[src/rtl/segment_descriptor_loader_pkg.sv]
// Shared types and constants for the segment descriptor loader.
// States, fault encodings and the descriptor/selector bit positions live here.
package segment_loader_pkg;

  typedef enum logic [2:0] {
    ST_IDLE,
    ST_CHECK,
    ST_READ_LOW,
    ST_READ_HIGH,
    ST_COMMIT,
    ST_FAULT
  } load_state_t;

  typedef enum logic [1:0] {
    FAULT_NONE        = 2'd0,
    FAULT_NULL        = 2'd1,
    FAULT_LIMIT       = 2'd2,
    FAULT_NOT_PRESENT = 2'd3
  } fault_type_t;

  localparam int DESCRIPTOR_PRESENT_BIT = 47;
  localparam int SELECTOR_TI_BIT        = 2;

endpackage

[src/rtl/segment_descriptor_loader_if.sv]
// Dword read port between the descriptor loader and memory.
// A request is held until ready; ready also means the data is valid.
interface segment_descriptor_loader_if;

  logic        mem_read_request;
  logic [31:0] mem_read_address;
  logic        mem_read_ready;
  logic [31:0] mem_read_data;

  modport master (
    output mem_read_request,
    output mem_read_address,
    input  mem_read_ready,
    input  mem_read_data
  );

  modport slave (
    input  mem_read_request,
    input  mem_read_address,
    output mem_read_ready,
    output mem_read_data
  );

endinterface

[src/rtl/segment_descriptor_loader_table_check.sv]
// Combinational selector validation: picks GDT or LDT, then forms the entry address.
// It also raises the null and limit-violation flags.
module descriptor_table_check
  import segment_loader_pkg::*;
(
  input  logic [15:0] selector,
  input  logic [31:0] gdtr_base,
  input  logic [15:0] gdtr_limit,
  input  logic [31:0] ldtr_base,
  input  logic [31:0] ldtr_limit,
  output logic [31:0] entry_address,
  output logic        is_null,
  output logic        limit_violation
);

  logic        table_indicator;
  logic [31:0] entry_offset;
  logic [31:0] table_base;
  logic [31:0] table_limit;

  always_comb begin
    table_indicator = selector[SELECTOR_TI_BIT];
    entry_offset    = {16'b0, selector[15:3], 3'b000};
    table_base      = table_indicator ? ldtr_base  : gdtr_base;
    table_limit     = table_indicator ? ldtr_limit : {16'b0, gdtr_limit};
    entry_address   = table_base + entry_offset;
    is_null         = (selector[15:3] == 13'd0) && !table_indicator;
    // A 33-bit compare keeps offset+7 from wrapping past a 4 GiB LDT limit.
    limit_violation = ({1'b0, entry_offset} + 33'd7) > {1'b0, table_limit};
  end

endmodule

[src/rtl/segment_descriptor_loader.sv]
// Selector-load sequencer: validates a selector, fetches its 8-byte descriptor in two
// dword reads, then commits selector and descriptor together or reports a fault.
module segment_descriptor_loader
  import segment_loader_pkg::*;
#(
  parameter bit ALLOW_NULL_SELECTOR = 1'b0
) (
  input  logic                               clock,
  input  logic                               reset,
  input  logic                               load_request,
  input  logic [15:0]                        load_selector,
  input  logic [31:0]                        gdtr_base,
  input  logic [15:0]                        gdtr_limit,
  input  logic [31:0]                        ldtr_base,
  input  logic [31:0]                        ldtr_limit,
  segment_descriptor_loader_if.master        mem,
  output logic                               selector_write_enable,
  output logic [15:0]                        selector_write_data,
  output logic                               descriptor_write_enable,
  output logic [63:0]                        descriptor_write_data,
  output logic                               load_busy,
  output logic                               load_done,
  output logic                               load_fault,
  output logic [1:0]                         fault_type,
  output logic [15:0]                        fault_error_code
);

  load_state_t state_q, state_d;
  fault_type_t fault_type_q, fault_type_d;
  logic        req_q, req_d;
  logic [31:0] addr_q, addr_d;
  logic [15:0] sel_q, sel_d;
  logic [63:0] desc_q, desc_d;
  logic        commit_q, commit_d;
  logic        fault_q, fault_d;
  logic [15:0] err_q, err_d;

  logic [31:0] entry_address;
  logic        is_null;
  logic        limit_violation;

  descriptor_table_check u_table_check (
    .selector        (sel_q),
    .gdtr_base       (gdtr_base),
    .gdtr_limit      (gdtr_limit),
    .ldtr_base       (ldtr_base),
    .ldtr_limit      (ldtr_limit),
    .entry_address   (entry_address),
    .is_null         (is_null),
    .limit_violation (limit_violation)
  );

  always_comb begin
    state_d      = state_q;
    req_d        = req_q;
    addr_d       = addr_q;
    sel_d        = sel_q;
    desc_d       = desc_q;
    commit_d     = 1'b0;
    fault_d      = 1'b0;
    fault_type_d = FAULT_NONE;
    err_d        = 16'h0000;

    case (state_q)
      ST_IDLE: begin
        if (load_request) begin
          sel_d   = load_selector;
          desc_d  = 64'h0;
          state_d = ST_CHECK;
        end
      end
      ST_CHECK: begin
        if (is_null && ALLOW_NULL_SELECTOR) begin
          desc_d   = 64'h0;
          commit_d = 1'b1;
          state_d  = ST_COMMIT;
        end else if (is_null || limit_violation) begin
          fault_d      = 1'b1;
          fault_type_d = is_null ? FAULT_NULL : FAULT_LIMIT;
          err_d        = {sel_q[15:2], 2'b00};
          state_d      = ST_FAULT;
        end else begin
          req_d   = 1'b1;
          addr_d  = entry_address;
          state_d = ST_READ_LOW;
        end
      end
      ST_READ_LOW: begin
        if (mem.mem_read_ready) begin
          desc_d[31:0] = mem.mem_read_data;
          addr_d       = addr_q + 32'd4;
          state_d      = ST_READ_HIGH;
        end
      end
      ST_READ_HIGH: begin
        if (mem.mem_read_ready) begin
          req_d         = 1'b0;
          desc_d[63:32] = mem.mem_read_data;
          if (mem.mem_read_data[DESCRIPTOR_PRESENT_BIT-32]) begin
            commit_d = 1'b1;
            state_d  = ST_COMMIT;
          end else begin
            fault_d      = 1'b1;
            fault_type_d = FAULT_NOT_PRESENT;
            err_d        = {sel_q[15:2], 2'b00};
            state_d      = ST_FAULT;
          end
        end
      end
      ST_COMMIT: state_d = ST_IDLE;
      ST_FAULT:  state_d = ST_IDLE;
      default:   state_d = ST_IDLE;
    endcase
  end

  // Reset discards any half-fetched descriptor and drops the read strobe.
  always_ff @(posedge clock) begin
    if (!reset) begin
      state_q      <= ST_IDLE;
      req_q        <= 1'b0;
      addr_q       <= 32'h0;
      sel_q        <= 16'h0;
      desc_q       <= 64'h0;
      commit_q     <= 1'b0;
      fault_q      <= 1'b0;
      fault_type_q <= FAULT_NONE;
      err_q        <= 16'h0;
    end else begin
      state_q      <= state_d;
      req_q        <= req_d;
      addr_q       <= addr_d;
      sel_q        <= sel_d;
      desc_q       <= desc_d;
      commit_q     <= commit_d;
      fault_q      <= fault_d;
      fault_type_q <= fault_type_d;
      err_q        <= err_d;
    end
  end

  assign mem.mem_read_request    = req_q;
  assign mem.mem_read_address    = addr_q;
  assign selector_write_enable   = commit_q;
  assign descriptor_write_enable = commit_q;
  assign load_done               = commit_q;
  assign selector_write_data     = sel_q;
  assign descriptor_write_data   = desc_q;
  assign load_busy               = (state_q != ST_IDLE);
  assign load_fault              = fault_q;
  assign fault_type              = fault_type_q;
  assign fault_error_code        = err_q;

endmodule

[src/flat_wrapper.sv]
// flat-port wrapper written by rule: the top's interface ports become plain ports
module segment_descriptor_loader_flat import segment_loader_pkg::*;
#(
  parameter bit ALLOW_NULL_SELECTOR = 1'b0
)
  (clock, reset, load_request, load_selector, gdtr_base, gdtr_limit, ldtr_base, ldtr_limit, selector_write_enable, selector_write_data, descriptor_write_enable, descriptor_write_data, load_busy, load_done, load_fault, fault_type, fault_error_code, mem_mem_read_request, mem_mem_read_address, mem_mem_read_ready, mem_mem_read_data);
  segment_descriptor_loader_if mem_i ();
  input  logic clock;
  input  logic reset;
  input  logic load_request;
  input  logic [15:0] load_selector;
  input  logic [31:0] gdtr_base;
  input  logic [15:0] gdtr_limit;
  input  logic [31:0] ldtr_base;
  input  logic [31:0] ldtr_limit;
  output logic selector_write_enable;
  output logic [15:0] selector_write_data;
  output logic descriptor_write_enable;
  output logic [63:0] descriptor_write_data;
  output logic load_busy;
  output logic load_done;
  output logic load_fault;
  output logic [1:0] fault_type;
  output logic [15:0] fault_error_code;
  output wire logic [$bits(mem_i.mem_read_request)-1:0] mem_mem_read_request;
  output wire logic [$bits(mem_i.mem_read_address)-1:0] mem_mem_read_address;
  input wire logic [$bits(mem_i.mem_read_ready)-1:0] mem_mem_read_ready;
  input wire logic [$bits(mem_i.mem_read_data)-1:0] mem_mem_read_data;
  assign mem_mem_read_request = mem_i.mem_read_request;
  assign mem_mem_read_address = mem_i.mem_read_address;
  assign mem_i.mem_read_ready = mem_mem_read_ready;
  assign mem_i.mem_read_data = mem_mem_read_data;
  segment_descriptor_loader #(.ALLOW_NULL_SELECTOR(ALLOW_NULL_SELECTOR)) u_core (.clock(clock), .reset(reset), .load_request(load_request), .load_selector(load_selector), .gdtr_base(gdtr_base), .gdtr_limit(gdtr_limit), .ldtr_base(ldtr_base), .ldtr_limit(ldtr_limit), .mem(mem_i), .selector_write_enable(selector_write_enable), .selector_write_data(selector_write_data), .descriptor_write_enable(descriptor_write_enable), .descriptor_write_data(descriptor_write_data), .load_busy(load_busy), .load_done(load_done), .load_fault(load_fault), .fault_type(fault_type), .fault_error_code(fault_error_code));
endmodule
[config.mk]
export PLATFORM = sky130hd
export DESIGN_NAME = segment_descriptor_loader_flat
export DESIGN_NICKNAME = d
export VERILOG_FILES = /design/src/rtl/segment_descriptor_loader_pkg.sv /design/src/rtl/segment_descriptor_loader_if.sv /design/src/rtl/segment_descriptor_loader_table_check.sv /design/src/rtl/segment_descriptor_loader.sv /design/src/flat_wrapper.sv
export SDC_FILE = /design/constraint.sdc
export NUM_CORES = 1
export LEC_CHECK = 0
export CORE_UTILIZATION = 35
export CTS_BUF_LIST = sky130_fd_sc_hd__clkbuf_4
export DETAILED_ROUTE_END_ITERATION = 8
export GPL_TIMING_DRIVEN = 0
export PLACE_DENSITY = 0.75
export SYNTH_ARGS = -nofsm -noshare
export SYNTH_HDL_FRONTEND = slang
export SYNTH_HIERARCHICAL = 1
export SYNTH_SLANG_ARGS = --single-unit
[constraint.sdc]
create_clock -name clock -period 4.58 [get_ports clock]
set_input_delay 0.458 -clock clock [delete_from_list [all_inputs] [get_ports clock]]
set_output_delay 0.458 -clock clock [all_outputs]
set_load 0.01 [all_outputs]
# == After elaboration in Yosys (flattened, before gate mapping) ==
# Index checks and enable logic that the tools add are counted.
# word_totals
register_bits,136
in_bits,164
out_inout_bits,136
# classes
n_eq_ne,7
order_cmp,1
add_sub_neg,3
reduce_logical,17
n_mux,32
# op_table
operator,n
32-bit one-hot mux with 2 select lines,3
32-bit 2-to-1 mux,5
64-bit 2-to-1 mux,1
16-bit 2-to-1 mux,3
32-bit by 16-bit adder with 32-bit output,1
"32-bit by 3-bit adder with 32-bit output, second input constant",1
17-bit by 32-bit greater-than comparator with 1-bit output,1
16-bit one-hot mux with 2 select lines,1
3-bit AND reduction,6
"16-bit by 3-bit adder with 17-bit output, second input constant",1
13-bit zero test,1
3-bit 2-to-1 mux,4
3-bit one-hot mux with 4 select lines,1
2-bit 2-to-1 mux,4
"2-bit inequality test, second input constant",4
2-bit nonzero test,4
1-bit 2-to-1 mux,7
"3-bit by 2-bit equality test with 1-bit output, second input constant",2
1-bit one-hot mux with 2 select lines,2
2-bit one-hot mux with 2 select lines,1
"3-bit by 1-bit equality test with 1-bit output, second input constant",1
3-bit zero test,1
3-bit nonzero test,1
2-bit AND reduction,1
other kinds (3),3

# == Longest topological paths before layout ==
# Gate-level depths: netlist of the first run.
# depth
word_depth,5
mapped_depth,17

# == By module ==
# Netlist of the first run, hierarchy kept.
# modules_own_cells
module,n_inst,cells_per_inst,seq_area_each_um2,area_each_um2
segment_descriptor_loader,1,665,2682.6,5497.8
descriptor_table_check,1,262,0.0,2102.0

# == Least setup slack after synthesis of the first run ==
# OpenSTA, ideal clock, no wires.
# synth_path
kind,register -> register
startpoint,reg u_core.sel_q[2] (netlist: u_core/selector_write_data[2])
endpoint,reg u_core.addr_q[17] (netlist: u_core/mem.mem_read_address[17])
n_path_buf,4
setup_time_ns,0.062
stages_incl_launch_ff,17
arrival_time_ns,3.968
path_slack_ns,0.550
path_cell_list,dfxtp_1 > buf_6 > buf_2 > buf_2 > buf_2 > mux2i_1 > ha_1 > a21o_1 > a21o_1 > a21oi_1 > o21ai_0 > o21a_1 > or4b_4 > a21oi_4 > nand2_2 > or4_1 > nand3_1
# synth_via
elab_chain_cells,5
# synth_lines
element,line_no,source
from (decl),segment_descriptor_loader.sv:32,"logic [15:0] sel_q, sel_d;"
from (signal assigned),segment_descriptor_loader.sv:132,sel_q <= sel_d;
32-bit 2-to-1 mux,segment_descriptor_loader_table_check.sv:25,"table_limit = table_indicator ? ldtr_limit : {16'b0, gdtr_limit};"
17-bit by 32-bit greater-than comparator with 1-bit output,segment_descriptor_loader_table_check.sv:29,"limit_violation = ({1'b0, entry_offset} + 33'd7) > {1'b0, table_limit};"
named net u_core.limit_violation,segment_descriptor_loader.sv:40,logic limit_violation;
1-bit logical OR,segment_descriptor_loader.sv:77,end else if (is_null || limit_violation) begin
2-bit inequality test (no line),n/a,
3-bit AND reduction (no line),n/a,
to (signal assigned),segment_descriptor_loader.sv:131,addr_q <= addr_d;
to (decl),segment_descriptor_loader.sv:31,"logic [31:0] addr_q, addr_d;"
# The timed path passes the listed nets, and every way through them passes these cells. The select of a mux whose other input is x is not followed.
# A chain may end at the register's enable or synchronous reset.

# == Worst setup path after layout of the first run ==
# Ends and elaborated chain as after synthesis.

==> impl_metrics.yaml, run 1 <==
layout:
  syn2layout_area_growth_pct: 48.0
  utilization_pct: 53.2
  fin_area_um2: 11200
  drive_gt1_share_pct: 7.39
  nNetsFinal: 1437
global_route:
  grt_pass1_wl_um: 44200
  grt_overflow: 0
  antenna_found_initial: 1
  grt_max_degree: 20
  grt_pass1_vias: 8091
  track_usage_pct: 25.6
min_path:
  whs_path_depth: 3
  hold_end: "u_core/selector_write_data[1]"
  hp-start: "load_selector[1]"
  min_path_type: "input pin to flip-flop"
cts:
  cts.sinks: 134
  clockBufferDepth: 2
  cts_root_buf: "clkbuf_4"
  cts.htree.levels: 4
  path_clk_slew_ns: 0.14
  cts_buffers: 17
  cts_tree: "yes"
  clock_latency_ns: 0.57
sta:
  rsz0062_at_grt: "false"
  finalSetupViolCount: 0
  slew_violations: 0
  fmax_mhz: 234
  tightest_slew_ns: 0.859
  holdWs_ns: 0.419
  max_slew_margin_pct: 42.2
  skew_ns: 0.0183
  hold_viol: 0
  period_share_pct: 93.3
  fin_crit_ns: 4.27
critical_path:
  r2r_cells: 15
  r2r_start: "u_core/selector_write_data[2]"
  cp_slowest_cell: "or4b_4"
  r2r_slack_ns: 0.31
  crit_required_ns: 5.09
  path_cells: "buf_6 > buf_4 > buf_4 > mux2i_1 > ha_1 > nor2b_1 > o21a_1 > o211ai_1 > a21boi_0 > o21a_1 > or4b_4 > a21oi_4 > nand2_2 > or4_1 > nand3_1"
  cp.arrival_ns: 4.79
  worstSetupEndpointType: "flip-flop"
  max_stage_delay_ns: 0.57
  reg2reg_to: "u_core/mem.mem_read_address[17]"
  cp_num_buf_inv: 3
  cp_max_fo: 19
  worst_setup_path_start_kind: "flip-flop"
  crit_family: "simple AND/OR/NAND/NOR gates"
  crit_type: "flip-flop to flip-flop"
route:
  drt_pass1_iterations: 6
  via_count: 8494
  drtIter0Drc: 663
  wire_per_inst_um: 18.6
  drcViolationCount: 0
  ant_nets: 0
  wl_um: 28500
  via_per_inst: 5.54
synthesis:
  synth-seq-cells: 134
  synthCells: 927
  async_flop_share_pct: 0
  synth-main-ff-cell: "dfxtp_1"
  yosysUniqueCellTypes: 75
  syn_area_per_cell_um2: 8.20
  synth_edf_count: 0
  netlist_area_um2: 7600
  ys_seq_area_share_pct: 35.3
  yosys-top-cells-area: "dfxtp_1 35%, a21oi_1 6.0%, nand2_1 5.7%"
  ys_warn_count: 6
  yosys.area.top_type: "dfxtp_1"
  synth_top_cell_area_share_pct: 35.3
floorplan:
  core_um2: 21200
  initial_core_util_pct: 35.9
  dieArea_um2: 22300
  pin_count: 300
  die_width_um: 149
  die_h_um: 149
  fp-row-count: 53
power_and_ir_drop:
  power_density_nw_per_um2: 333
  p_leak_nw: 3.93
  p_switching_mw: 1.48
  pwr-share-comb_pct: 39.5
  p_seq_share_pct: 38.2
  p_clk_share_pct: 22.4
  max-vdd-ir-drop_mv: 0.221
  p_int_mw: 2.27
  swShare_pct: 39.4
placed_design:
  placed_area_um2: 10900
  portBuffers: 297
  place_congestion: 0.924
  dpl.hpwl_um: 22000
job:
  drv_cap: 0
outcome:
  outcome: "completed"
-- cells in the mapped netlist (9+ instances only) --
cell type and number:
nor2_1 68, o21ai_0 29, nand4_1 23, a211oi_1 9
clkbuf_1 41, mux2i_1 20, o211ai_1 10, a32oi_1 14
and3_1 11, mux2_2 20, xor2_1 12, a22oi_1 33
nand3_1 64, buf_2 9, a21oi_1 91, a21o_1 11
ha_1 27, nand2_1 116, nor4_1 10, nor3_1 20
and2_1 21, dfxtp_1 134, xnor2_1 16
-- how the worst max path moves through the flow --
stage	end	cells after the start	slack [ns]	start
floorplan	u_core/mem.mem_read_address[17]	16	0.55	u_core/selector_write_data[2]
global placement	u_core/mem.mem_read_address[17]	16	-0.43	u_core/selector_write_data[2]
detailed placement	u_core/mem.mem_read_address[17]	16	-0.52	u_core/selector_write_data[2]
CTS	u_core/mem.mem_read_address[17]	16	0.05	u_core/selector_write_data[2]
global route	u_core/mem.mem_read_address[17]	15	0.05	u_core/selector_write_data[2]
finish	u_core/mem.mem_read_address[17]	15	0.31	u_core/selector_write_data[2]
-- cell families (layout without fill, tap and decap cells) --
family / after synthesis / count (layout) / synth area share (%)
xor+xnor: 28 / 28 / 3.23
flops: 134 / 134 / 35.3
compound gates: 243 / 243 / 22.0
simple gates: 383 / 383 / 25.1
mux: 40 / 40 / 5.60
other cells: 1 / 3 / 0.0493
fa+ha+maj: 28 / 28 / 4.71
buf+inv: 70 / 400 / 3.97
-- worst register-to-register path, cell delays in order, from the launching register on --
cell and delay (ns):
dfxtp_2 0.50, buf_6 0.26, buf_4 0.24, buf_4 0.24, mux2i_1 0.21, ha_1 0.25
nor2b_1 0.13, o21a_1 0.16, o211ai_1 0.15, a21boi_0 0.11, o21a_1 0.26, or4b_4 0.57
a21oi_4 0.31, nand2_2 0.20, or4_1 0.55, nand3_1 0.09
-- power groups by stage --
stage               combinational (mW)  clock (mW)  sequential, mW
global route                      1.60       0.917            1.45
floorplan                        0.770           0            1.46
finish                            1.48       0.838            1.43
CTS                               1.46       0.861            1.43
detailed placement                1.44           0            1.45
global placement                  1.43           0            1.45
-- cells in the final DEF, fill, tap and decap left out, drive strengths merged, types with 14 or more instances in the layout --
master and count:
inv 15, nand4 23, and2 21, a32oi 14, nor3 22, xnor2 16
nand3 64, a22oi 33, a21oi 92, o21ai 29, buf 20, clkdlybuf4s50 297
mux2 20, ha 27, nor2 68, mux2i 20, clkbuf 59, dfxtp 134
nand2 117
-- sequential cells by signal, indices dropped and copies added (netlist names) --
register / count
u_core/mem.mem_read_address: 32
u_core/mem.mem_read_request: 1
u_core/state_q: 3
u_core/selector_write_data: 16
u_core/load_fault: 1
u_core/descriptor_write_data: 64
u_core/fault_error_code: 14
u_core/descriptor_write_enable: 1
u_core/fault_type: 2
-- cell type report --
| type | count | area (µm²) |
|---|---|---|
| well taps | 275 | 344 |
| inverters | 9 | 33.8 |
| clock buffers | 17 | 128 |
| diodes | 1 | 2.50 |
| fillers | 1972 | 9910 |
| multi-input cells | 724 | 4620 |
| repair buffers | 300 | 3000 |
| clock inverters | 15 | 169 |
| flip-flops and latches | 134 | 2680 |
| plain buffers | 59 | 270 |
-- stage by stage --
step | setup WS (ns) | TNS, ns | instances | power (mW)
detailed placement | -0.517 | -8.83 | 1500 | 2.90
floorplan | 0.550 | 0 | 928 | 2.23
finish | 0.307 | 0 | 1534 | 3.75
global route | 0.0482 | 0 | 1534 | 3.97
global placement | -0.433 | -5.93 | 1500 | 2.88
CTS | 0.0522 | 0 | 1531 | 3.75
-- what timing repair did --
| action | CTS | global route |
|---|---|---|
| setup buffers | 0 | 3 |
| pin swaps | 0 | 1 |
| setup endpoints to repair | 34 | 20 |
| cloned | 0 | 0 |
| hold buffers | 0 | 0 |
| gates resized for setup | 5 | 2 |
| hold endpoints to repair | 0 | 0 |
-- routing by layer --
metal,GRT usage (%),share of wire [%],vias up
li1,-,-,4062
met1,32.1,42,4043
met2,43.1,48,365
met3,6.48,8.8,24
met4,6.68,1.3,0
met5,0,0,-
Power figures use the tool's default switching activity.
==> run 2: changes to the inputs <==
--- a/config.mk
+++ b/config.mk
@@ -5,11 +5,11 @@
 export SDC_FILE = /design/constraint.sdc
 export NUM_CORES = 1
 export LEC_CHECK = 0
-export CORE_UTILIZATION = 35
+export CORE_UTILIZATION = 45
 export CTS_BUF_LIST = sky130_fd_sc_hd__clkbuf_4
 export DETAILED_ROUTE_END_ITERATION = 8
 export GPL_TIMING_DRIVEN = 0
-export PLACE_DENSITY = 0.75
+export PLACE_DENSITY = 0.9
 export SYNTH_ARGS = -nofsm -noshare
 export SYNTH_HDL_FRONTEND = slang
 export SYNTH_HIERARCHICAL = 1
==> run 2 against run 1 <==
First-iteration DRC count up 13%. Cell count fell by 3.7%. Combinational power about the same. Utilization is 15 points higher. Final area did not move. Clock power rose by 19%. Highest routed layer unchanged. Register-to-register slack got worse by 0.08 ns. Sequential share of layout area did not move. Fmax is 1.8% lower.
==> impl_metrics.yaml, run 2 (synthesis gave the netlist of run 1 again) <==
placed_design:
  place_ws_ns: -0.441
  placed_area_um2: 10900
  dp_cells: 1445
  place_congestion: 0.942
  dpl.hpwl_um: 21200
  portBuffers: 297
layout:
  fin_area_um2: 11200
  nNetsFinal: 1437
  final_cell_mix: "297 x clkdlybuf4s50_1, 133 x dfxtp_1, 116 x nand2_1"
  final_common_cell: "clkdlybuf4s50_1"
  regArea_um2: 2680
  antenna_cells: 0
  multi_input_area_um2: 4620
  syn2layout_area_growth_pct: 48.0
  final_cell_count_no_fill: 1478
  drive_gt1_share_pct: 7.23
  utilization_pct: 68.1
  largest_reg_flops: 64
  fillers: 1301
power_and_ir_drop:
  max-vdd-ir-drop_mv: 0.244
  power_density_nw_per_um2: 348
  p_int_mw: 2.49
  total_power_mw: 3.91
  p_leak_nw: 3.96
  pwr-share-comb_pct: 37.8
  p_clk_share_pct: 25.6
  p_seq_share_pct: 36.6
  swShare_pct: 36.3
  p_switching_mw: 1.42
outcome:
  outcome: "completed"
critical_path:
  cp-startpoint: "u_core/selector_write_data[2]"
  cp_max_fo: 19
  worstSetupEndpointType: "flip-flop"
  r2r_cells: 14
  cp.arrival_ns: 4.80
  crit_required_ns: 5.03
  crit_type: "flip-flop to flip-flop"
  worst_setup_path_start_kind: "flip-flop"
  r2r_start: "u_core/selector_write_data[2]"
route:
  ant_nets: 0
  via_per_inst: 5.86
  via_count: 8656
  drt_pass1_iterations: 6
  wire_per_inst_um: 18.9
  wl_um: 28000
  drcViolationCount: 0
  drtIter0Drc: 748
cts:
  path_clk_slew_ns: 0.12
  cts.htree.levels: 4
  clock_latency_ns: 0.55
  cts_root_buf: "clkbuf_4"
  clockBufferDepth: 2
  cts.hold.buffers_added: 0
  cts_buffers: 17
  cts_tree: "yes"
  cts.sinks: 134
global_route:
  grt_overflow: 0
  grt_max_degree: 17
  grt_pass1_vias: 8433
  track_usage_pct: 31.4
  antenna_found_initial: 0
  grt_pass1_wl_um: 43400
min_path:
  whs_path_depth: 2
  min_path_type: "flip-flop to flip-flop"
  hp-start: "u_core/descriptor_write_data[12]"
floorplan:
  die_width_um: 132
  pin_count: 300
  dieArea_um2: 17400
  core_um2: 16500
  die_h_um: 132
  fp-row-count: 47
  initial_core_util_pct: 46.0
job:
  drv_cap: 0
sta:
  finalSetupTns_ns: 0
  fin_crit_ns: 4.35
  rsz0062_at_grt: "false"
  holdWs_ns: 0.456
  skew_ns: 0.0227
  finalSetupViolCount: 0
  fin_ws_ns: 0.227
  slew_violations: 0
  tightest_slew_ns: 0.946
  hold_viol: 0
  max_slew_margin_pct: 36.4
  fmax_mhz: 230
  period_share_pct: 95.0
[run 2: area by class of cell]
| cell class | count | share of cell area (%) |
|---|---|---|
| Tap cell | 220 | 2.45 |
| Multi-Input combinational cell | 724 | 41.1 |
| Clock inverter | 13 | 2.04 |
| Sequential cell | 134 | 23.9 |
| Inverter | 9 | 0.300 |
| Clock buffer | 19 | 1.27 |
| Timing Repair Buffer | 299 | 26.6 |
| Buffer | 60 | 2.44 |
[run 2: final timing paths]
kind / slack (ns) / to
max: 0.23 / u_core/mem.mem_read_address[23]
min: 0.46 / u_core/descriptor_write_data[12]
max reg2reg: 0.23 / u_core/mem.mem_read_address[23]
min reg2reg: 0.46 / u_core/descriptor_write_data[12]
[run 2: worst max-delay path, stage by stage, from the launching register on]
cell	delay (ns)
dfxtp_2	0.49
buf_6	0.24
buf_6	0.22
buf_4	0.25
mux2i_1	0.25
ha_1	0.28
a21o_1	0.17
a21o_1	0.17
a21oi_1	0.17
o21ai_0	0.13
o21a_1	0.29
or4b_4	0.57
a21o_1	0.24
or4_1	0.53
a211oi_1	0.25
[run 2: layer usage]
layer	routed length [µm]	part of all wire, %	vias to the layer above	GRT usage [%]
met1	11000	39	4052	37.8
met2	13300	47	471	51.3
met5	0	0	-	0
met4	811	2.9	0	14.1
li1	-	-	4061	-
met3	2900	10	72	9.73
[run 2: power by group through the flow]
stage                     clock (mW)  combinational (mW)  sequential, mW
after CTS                       1.02                1.45            1.43
after global routing            1.07                1.58            1.45
after detailed placement           0                1.42            1.45
final                           1.00                1.48            1.43
after floorplan                    0               0.770            1.46
after global placement             0                1.40            1.45
[run 2: timing repair]
item	4_1_cts	5_1_grt
pin swaps	1	0
setup endpoints to repair	33	17
gates resized for setup	5	0
buffers inserted	2	0
==> run 3: changes to the inputs <==
--- a/config.mk
+++ b/config.mk
@@ -8,6 +8,7 @@
 export CORE_UTILIZATION = 45
 export CTS_BUF_LIST = sky130_fd_sc_hd__clkbuf_4
 export DETAILED_ROUTE_END_ITERATION = 8
+export GPL_ROUTABILITY_DRIVEN = 0
 export GPL_TIMING_DRIVEN = 0
 export PLACE_DENSITY = 0.9
 export SYNTH_ARGS = -nofsm -noshare
==> run 3 against run 2 <==
Register-to-register slack about the same. Worst setup slack gained 0.0059 ns. Cell count about the same. Hold slack got worse by 0.0041 ns. Largest power group unchanged. Via count is 0.43% higher.
==> impl_metrics.yaml, run 3 (synthesis gave the netlist of run 1 again) <==
outcome:
  outcome: "completed"
critical_path:
  crit_required_ns: 5.05
  r2r_slack_ns: 0.23
  worstSetupEndpointType: "flip-flop"
  crit_type: "flip-flop to flip-flop"
  cp.arrival_ns: 4.82
  r2r_cells: 15
  r2r_start: "u_core/selector_write_data[2]"
  cp_max_fo: 19
  worst_setup_path_start_kind: "flip-flop"
  endpoint: "u_core/mem.mem_read_address[17]"
  reg2reg_to: "u_core/mem.mem_read_address[17]"
  cp-startpoint: "u_core/selector_write_data[2]"
power_and_ir_drop:
  pwr-share-comb_pct: 40.5
  p_leak_nw: 3.92
  p_clk_share_pct: 20.3
  swShare_pct: 39.3
  max-vdd-ir-drop_mv: 0.252
  p_int_mw: 2.22
  power_density_nw_per_um2: 328
  p_switching_mw: 1.44
  p_seq_share_pct: 39.1
global_route:
  antenna_found_initial: 0
  grt_max_degree: 17
  grt_pass1_wl_um: 43100
  grt_pass1_vias: 8315
  grt_overflow: 0
  track_usage_pct: 31.0
layout:
  fin_area_um2: 11100
  final_common_cell: "clkdlybuf4s50_1"
  antenna_cells: 0
  utilization_pct: 67.5
  fillers: 1323
  drive_gt1_share_pct: 7.31
  final_cell_mix: "297 x clkdlybuf4s50_1, 133 x dfxtp_1, 116 x nand2_1"
  syn2layout_area_growth_pct: 46.7
  nNetsFinal: 1438
  largest_reg_flops: 64
sta:
  fmax_mhz: 230
  skew_ns: 0.0236
  slew_violations: 0
  rsz0062_at_grt: "false"
  fin_crit_ns: 4.35
  hold_viol: 0
  period_share_pct: 94.9
  max_slew_margin_pct: 40.7
  fin_ws_ns: 0.233
  finalSetupViolCount: 0
  tightest_slew_ns: 0.882
route:
  drtIter0Drc: 637
  ant_nets: 0
  wire_per_inst_um: 18.7
  via_per_inst: 5.88
  drcViolationCount: 0
  via_count: 8693
  wl_um: 27700
  drt_pass1_iterations: 5
cts:
  cts.htree.levels: 4
  path_clk_slew_ns: 0.12
  cts_root_buf: "clkbuf_4"
  cts.hold.buffers_added: 0
  cts.sinks: 134
  clockBufferDepth: 2
  clock_latency_ns: 0.54
  cts_tree: "yes"
  cts_buffers: 17
floorplan:
  initial_core_util_pct: 46.0
  pin_count: 300
  dieArea_um2: 17400
  die_h_um: 132
  die_width_um: 132
  fp-row-count: 47
  core_um2: 16500
placed_design:
  place_ws_ns: -0.404
  dpl.hpwl_um: 21300
  portBuffers: 297
  placed_area_um2: 10900
job:
  drv_cap: 0
min_path:
  min_path_type: "input pin to flip-flop"
==> run 3: worst min-delay path by stage <==
stage                                          start  cells past startpoint  slack (ns)                          endpoint
global route                        load_selector[9]                      3        0.42     u_core/selector_write_data[9]
detailed placement  u_core/descriptor_write_data[29]                      2        0.44  u_core/descriptor_write_data[29]
global placement    u_core/descriptor_write_data[12]                      2        0.44  u_core/descriptor_write_data[12]
CTS                                 load_selector[2]                      3        0.42     u_core/selector_write_data[2]
floorplan            u_core/descriptor_write_data[0]                      2        0.48   u_core/descriptor_write_data[0]
finish                              load_selector[2]                      3        0.45     u_core/selector_write_data[2]
==> run 3: final cells by class <==
class,count,area (µm²),share of cell area (%)
Multi-Input combinational cell,724,4620,41.4
Timing Repair Buffer,300,3000,26.9
Inverter,9,33.8,0.303
Buffer,60,278,2.49
Clock buffer,18,135,1.21
Sequential cell,134,2690,24.1
Tap cell,220,275,2.47
Clock inverter,14,125,1.12
==> run 3: what timing repair did <==
action | 4_1_cts | 5_1_grt
buffers inserted | 0 | 3
setup endpoints to repair | 31 | 19
gates resized for setup | 5 | 4
pin swaps | 0 | 1
==> run 3: routing by layer <==
layer / up-vias / share of wire, % / wire length (µm) / track usage, %
met2: 489 / 46 / 12800 / 50.2
li1: 4062 / - / - / -
met1: 4064 / 39 / 10900 / 37.8
met5: - / 0 / 0 / 0
met4: 0 / 3.4 / 936 / 13.4
met3: 78 / 11 / 3050 / 9.88
==> run 3: metrics by stage <==
step	power (mW)	instances	TNS, ns	hold slack, ns
floorplan	2.23	928	0	0.476
global placement	2.84	1445	-3.41	0.438
detailed placement	2.88	1445	-4.44	0.442
CTS	3.62	1477	0	0.416
global route	3.84	1479	0	0.418
finish	3.66	1479	0	0.452
==> run 3: critical path: stages (launching register included) <==
cell	delay, ns
dfxtp_4	0.46
buf_6	0.22
buf_6	0.22
buf_4	0.26
mux2i_1	0.23
ha_1	0.27
a21o_1	0.16
a21o_1	0.17
a21oi_1	0.15
o21ai_0	0.13
o21a_1	0.30
or4b_4	0.57
a21oi_4	0.28
nand2_2	0.20
or4_1	0.55
nand3_1	0.09
==> run 3: power groups by stage <==
stage / Sequential, mW / Clock, mW / Combinational, mW
after floorplan: 1.46 / 0 / 0.770
after global placement: 1.45 / 0 / 1.40
after detailed placement: 1.45 / 0 / 1.43
after CTS: 1.43 / 0.756 / 1.44
after global routing: 1.45 / 0.808 / 1.58
final: 1.43 / 0.744 / 1.48
